<file path="config.mk">
export PLATFORM = sky130hd
export DESIGN_NAME = qspi_flash_responder
export DESIGN_NICKNAME = d
export VERILOG_FILES = /design/src/rtl/qspi_flash_responder.sv
export SDC_FILE = /design/constraint.sdc
export NUM_CORES = 1
export LEC_CHECK = 0
export ABC_AREA = 1
export BUFFER_PORTS_ARGS = -buffer_cell sky130_fd_sc_hd__clkbuf_2
export CORE_MARGIN = 2
export CORE_UTILIZATION = 35
export DETAILED_ROUTE_END_ITERATION = 10
export SLEW_MARGIN = 20
export SYNTH_ARGS = -nofsm -noshare
export SYNTH_HDL_FRONTEND = slang
export SYNTH_SLANG_ARGS = --single-unit
</file>
<file path="constraint.sdc">
create_clock -name clk -period 2.3 [get_ports clk]
set_input_delay 0.23 -clock clk [delete_from_list [all_inputs] [get_ports clk]]
set_output_delay 0.23 -clock clk [all_outputs]
set_load 0.1 [all_outputs]
</file>
<file path="src/rtl/qspi_flash_responder.sv">
// rtl/qspi_flash_responder.sv - single-lane SPI flash responder (READ, FAST_READ, READ_ID) backed by a byte-wide sync memory
// Oversamples sck/cs_n/mosi in clk; mosi sampled on sck rise, miso updated on sck fall.
module qspi_flash_responder #(
  parameter int          ADDR_W     = 24,
  parameter logic [23:0] JEDEC_ID   = 24'hEF4018,
  parameter int          FAST_DUMMY = 8
) (
  input  logic              clk,
  input  logic              rst_n,
  input  logic              spi_sck_i,
  input  logic              spi_cs_n_i,
  input  logic              spi_mosi_i,
  output logic              spi_miso_o,
  output logic              spi_miso_oe,
  output logic              mem_en,
  output logic [ADDR_W-1:0] mem_addr,
  input  logic [7:0]        mem_rdata,
  output logic              busy,
  output logic              err_underrun
);

  typedef enum logic [2:0] {IDLE, CMD, ADDR, DUMMY, DATA, IGNORE} state_t;

  state_t      state, state_nx;
  logic [1:0]  sck_sync, cs_sync, mosi_sync;
  logic        sck_d;
  logic        sck_rise, sck_fall, cs_hi, mosi_s;
  logic [22:0] shift_sr;
  logic [23:0] sr_next;
  logic [7:0]  cmd_byte;
  logic [4:0]  cnt;
  logic [2:0]  dcnt;
  logic        fast, id_mode;
  logic [1:0]  id_idx;
  logic [7:0]  tx_byte, tx_shift;
  logic        tx_valid, rd_pend;

  always_ff @(posedge clk or negedge rst_n) begin
    if (!rst_n) begin
      sck_sync  <= 2'b00;
      cs_sync   <= 2'b11;
      mosi_sync <= 2'b00;
      sck_d     <= 1'b0;
    end else begin
      sck_sync  <= {sck_sync[0], spi_sck_i};
      cs_sync   <= {cs_sync[0], spi_cs_n_i};
      mosi_sync <= {mosi_sync[0], spi_mosi_i};
      sck_d     <= sck_sync[1];
    end
  end

  assign sck_rise = sck_sync[1] & ~sck_d;
  assign sck_fall = ~sck_sync[1] & sck_d;
  assign cs_hi    = cs_sync[1];
  assign mosi_s   = mosi_sync[1];
  assign sr_next  = {shift_sr, mosi_s};
  assign cmd_byte = sr_next[7:0];
  assign busy     = (state != IDLE);

  always_ff @(posedge clk or negedge rst_n) begin
    if (!rst_n) state <= IDLE;
    else        state <= state_nx;
  end

  always_comb begin
    state_nx = state;
    case (state)
      IDLE:  if (!cs_hi) state_nx = CMD;
      CMD: begin
        if (sck_rise && cnt == 5'd7) begin
          case (cmd_byte)
            8'h03, 8'h0B: state_nx = ADDR;
            8'h9F:        state_nx = DATA;
            default:      state_nx = IGNORE;
          endcase
        end
      end
      ADDR:  if (sck_rise && cnt == 5'd23) state_nx = (fast && FAST_DUMMY != 0) ? DUMMY : DATA;
      DUMMY: if (sck_rise && cnt == 5'(FAST_DUMMY - 1)) state_nx = DATA;
      default: state_nx = state;
    endcase
    // Deselect wins over any coincident sck edge.
    if (cs_hi) state_nx = IDLE;
  end

  function automatic logic [7:0] id_byte(input logic [1:0] idx);
    case (idx)
      2'd1:    id_byte = JEDEC_ID[15:8];
      2'd2:    id_byte = JEDEC_ID[7:0];
      default: id_byte = 8'hFF;
    endcase
  endfunction

  always_ff @(posedge clk or negedge rst_n) begin
    if (!rst_n) begin
      spi_miso_o   <= 1'b0;
      spi_miso_oe  <= 1'b0;
      mem_en       <= 1'b0;
      mem_addr     <= '0;
      err_underrun <= 1'b0;
      shift_sr     <= '0;
      cnt          <= '0;
      dcnt         <= '0;
      fast         <= 1'b0;
      id_mode      <= 1'b0;
      id_idx       <= '0;
      tx_byte      <= '0;
      tx_shift     <= '0;
      tx_valid     <= 1'b0;
      rd_pend      <= 1'b0;
    end else begin
      mem_en  <= 1'b0;
      // Memory returns data one clk after the strobe; pick it up the clk after that.
      rd_pend <= mem_en;
      if (rd_pend) begin
        tx_byte  <= mem_rdata;
        tx_valid <= 1'b1;
      end
      if (cs_hi) begin
        cnt         <= '0;
        dcnt        <= '0;
        spi_miso_oe <= 1'b0;
        id_mode     <= 1'b0;
      end else begin
        case (state)
          IDLE: begin
            cnt  <= '0;
            dcnt <= '0;
          end
          CMD: begin
            if (sck_rise) begin
              shift_sr <= sr_next[22:0];
              cnt      <= cnt + 5'd1;
              if (cnt == 5'd7) begin
                cnt  <= '0;
                fast <= (cmd_byte == 8'h0B);
                if (cmd_byte == 8'h9F) begin
                  id_mode  <= 1'b1;
                  tx_byte  <= JEDEC_ID[23:16];
                  tx_valid <= 1'b1;
                  id_idx   <= 2'd1;
                end
              end
            end
          end
          ADDR: begin
            if (sck_rise) begin
              shift_sr <= sr_next[22:0];
              cnt      <= cnt + 5'd1;
              if (cnt == 5'd23) begin
                cnt      <= '0;
                mem_en   <= 1'b1;
                mem_addr <= sr_next[ADDR_W-1:0];
              end
            end
          end
          DUMMY: begin
            if (sck_rise) cnt <= cnt + 5'd1;
          end
          DATA: begin
            if (sck_fall) begin
              dcnt        <= dcnt + 3'd1;
              spi_miso_oe <= 1'b1;
              if (dcnt == 3'd0) begin
                tx_valid <= 1'b0;
                if (tx_valid) begin
                  spi_miso_o <= tx_byte[7];
                  tx_shift   <= {tx_byte[6:0], 1'b0};
                end else begin
                  spi_miso_o   <= 1'b1;
                  tx_shift     <= 8'hFE;
                  err_underrun <= 1'b1;
                end
                if (id_mode) begin
                  tx_byte  <= id_byte(id_idx);
                  tx_valid <= 1'b1;
                  if (id_idx != 2'd3) id_idx <= id_idx + 2'd1;
                end
              end else begin
                spi_miso_o <= tx_shift[7];
                tx_shift   <= {tx_shift[6:0], 1'b0};
              end
              // bit0 is going out: prefetch the next byte while it is on the wire.
              if (dcnt == 3'd7 && !id_mode) begin
                mem_en   <= 1'b1;
                mem_addr <= mem_addr + 1'b1;
              end
            end
          end
          IGNORE: spi_miso_oe <= 1'b0;
          default: ;
        endcase
      end
    end
  end

endmodule
</file>
==> results.cfg <==
[critical_path]
cp_cell_sequence = inv_2 > nand2_1 > nor2_4 > nand3b_2 > nand2_4 > inv_4 > nor2_1 > nor2_1 > nor2_1
startpoint_type = flip-flop
crit_path_frequent_cell = nor2_1
cp.required_ns = 2.54
crit_fanout = 25
slowest_stage = dfstp_2
max_stage_delay_ns = 0.61
path_class = flip-flop to flip-flop
critPathTopFamily = simple AND/OR/NAND/NOR gates
critPathBufInv = 2
worstPathArrival_ns = 2.15
critPathCaptureType = flip-flop

[sta]
setup_tns_ns = 0
max_freq_mhz = 522
setup_viol_count_final = 0
clock_skew_ns = 0.0120
max-slew-margin-rel_pct = 60.3
period_share_pct = 83.2
final_hold_viol_count = 0
grt_setup_unrepaired = false
tightest_slew_ns = 0.596
whs_ns = 0.228
slew_viol_final = 0
period_needed_ns = 1.91

[route]
finalWirelength_mm = 12.2
drt-initial-drc-count = 415
num_vias = 4458
vias_per_cell = 4.94
drc = 0
detailedRoute.firstPassIterationCount = 5
wl_per_cell_um = 13.5
ant_nets = 0

[clock_tree]
clockBufferDepth = 2
htreeDepth = 3
cts-resized-gates = 0
cts_made_buffers = 9
numClockSinks = 90
clock_latency_ns = 0.35
clkTransAtPathRegs_ns = 0.07
cts_tree = yes
cts-root-buf = clkbuf_16

[final_layout]
n_antenna_cell = 0
nets = 738
area_growth_pct = 15.2
stdcell_area_mm2 = 0.00569
layout-drive-gt1-share_pct = 12.5
fin_cells = 902

[synth]
ys_seq_area_share_pct = 45.6
ys.flop_type = dfrtp_1
synth_fp_nets = 694
synth_compound_area_share_pct = 12.0
ys_ff_latch = 90
synthXorXnorAreaFrac_pct = 0.355
synth_most_common_cell = nand2_1
synth_warnings = 0
synth_simple_gate_area_share_pct = 31.9
muxShareOfSynthArea_pct = 0.203
yosysUniqueCellTypes = 34
async_reset_ff_share_pct = 100
synth_top_area_cell = dfrtp_1
synth_top_family_by_area = simple AND/OR/NAND/NOR gates
syn-mean-instance-area_um2 = 7.34
ys_top_cells_by_count = nand2_1, dfrtp_1, nor2_1
synth_area_mm2 = 0.00494
synth_area_leaders = dfrtp_1, nand2_1, nor2_1
netlist.area_leader.share_pct = 44.6
synthAdderAreaFrac_pct = 2.03
synthCells = 673
synth-edff-count = 0

[floorplanning]
initial_core_util_pct = 35.7
design.die.area_mm2 = 0.0151
fp.dieH_um = 123
chipWidth_um = 123
io_pins = 42
core_mm2 = 0.0138
num_rows = 43

[flow_run]
max_cap_violations = 0

[pwr]
power.total_mw = 4.89
powerDensity_mw_per_mm2 = 860
peakVddDrop_uv = 396
power_leakage_nw = 2.61

[place]
placed_cells = 882
hpwlAfterDp_mm = 8.92
io_buffers = 41
place_area_mm2 = 0.00533
gp_congestion = 0.880

[grt]
grt_max_degree = 47
antenna_found_initial = 0
grt_overflow = 0
grt_pass1_wl_mm = 20.4
grt.total_usage_pct = 17.4
grt_pass1_vias = 4108

[min_path]
hold_path.class = primary input to flip-flop

[outcome]
status = finished, final reports clean
[registers in the layout (all words and copies together), names as in the netlist, 2 cells and up]
| name | flops |
|---|---|
| tx_byte | 8 |
| cnt | 5 |
| shift_sr | 23 |
| mem_addr | 24 |
| tx_shift | 7 |
| sck_sync | 2 |
| mosi_sync | 2 |
| id_idx | 2 |
| state | 3 |
| dcnt | 3 |
| cs_sync | 2 |
[cell families after synthesis]
| kind of cell | after synthesis |
|---|---|
| and+or+nand+nor | 373 |
| AOI/OAI and AO/OA | 108 |
| buffers and inverters | 91 |
| DFF | 90 |
| adders and majority gates | 8 |
| xor gates and xnor gates | 2 |
| muxes | 1 |
[placed cells by master, fill, tap and decap left out]
| cell | count |
|---|---|
| o21ai_0 | 63 |
| nor2_2 | 4 |
| dfrtp_1 | 88 |
| clkbuf_2 | 40 |
| nor3_1 | 7 |
| or2_2 | 5 |
| clkinvlp_4 | 2 |
| nor2_1 | 85 |
| mux2i_1 | 1 |
| dlygate4sd3_1 | 4 |
| clkbuf_1 | 2 |
| buf_4 | 5 |
| inv_2 | 7 |
| nor2_4 | 3 |
| nand2_4 | 1 |
| nand2_2 | 2 |
| bufinv_16 | 2 |
| inv_4 | 1 |
| a21oi_1 | 18 |
| dfstp_2 | 2 |
| nand4_1 | 7 |
| nand2_1 | 198 |
| o31ai_1 | 1 |
| nand3_2 | 2 |
| inv_1 | 65 |
| o211ai_1 | 7 |
| o22ai_1 | 2 |
| xnor2_1 | 1 |
| buf_12 | 2 |
| clkbuf_16 | 9 |
| o21ai_1 | 5 |
| ha_1 | 8 |
| a31oi_1 | 8 |
| nand3b_2 | 1 |
| clkbuf_8 | 1 |
| o21bai_1 | 3 |
| xor2_1 | 1 |
| nand3_1 | 58 |
| o21ai_4 | 1 |
[layer usage]
| metal | GRT usage, % | wire length, µm | share of wire [%] |
|---|---|---|---|
| met3 | 2.70 | 620 | 5.1 |
| met5 | 0 | 0 | 0 |
| met2 | 25.4 | 5140 | 42 |
| met4 | 7.40 | 267 | 2.2 |
| met1 | 25.3 | 6170 | 51 |
[what timing repair did]
| item | 4_1_cts | 5_1_grt |
|---|---|---|
| setup buffers | 0 | 0 |
| hold endpoints to repair | 44 | 0 |
| hold buffers | 4 | 0 |
[path summary, 6_finish.rpt]
kind | startpoint | to | slack, ns | cells after the start
min in group asynchronous | rst_n | cnt[2] | 0.43 | 2
setup reg to reg | cs_sync[1] | mem_addr[2] | 0.39 | 9
hold / removal | mem_rdata[1] | tx_byte[1] | 0.23 | 4
setup / recovery | cs_sync[1] | mem_addr[2] | 0.39 | 9
hold reg to reg | sck_sync[0] | sck_sync[1] | 0.35 | 0
max in group asynchronous | rst_n | mem_addr[23] | 1.17 | 3
[worst min-delay path, stage by stage]
cell      delay [ns]
clkbuf_2        0.07
or2_2           0.09
o211ai_1        0.09
nand2_1         0.07
[power breakdown]
group	switching, mW	total (mW)	internal, mW
Clock	0.632	1.61	0.983
Sequential	0.242	2.09	1.85
Combinational	0.831	1.19	0.357
Total	1.70	4.89	3.19
[through the flow]
stage          util [%]  worst slack, ns
6_report           41.2            0.386
2_1_floorplan         -           0.0703
4_1_cts            41.2            0.398
3_3_place_gp       38.5            0.460
3_5_place_dp       38.5            0.417
5_1_grt            41.2            0.196
[layout make-up]
cell class,instances,area [µm²]
Inverter,73,277
Sequential cell,90,2250
Clock buffer,12,246
Tap cell,180,225
Clock inverter,4,75.1
Fill cell,1387,8140
Timing Repair Buffer,51,318
Multi-Input combinational cell,492,2300
Note: power is estimated with default switching activity, not from simulation.
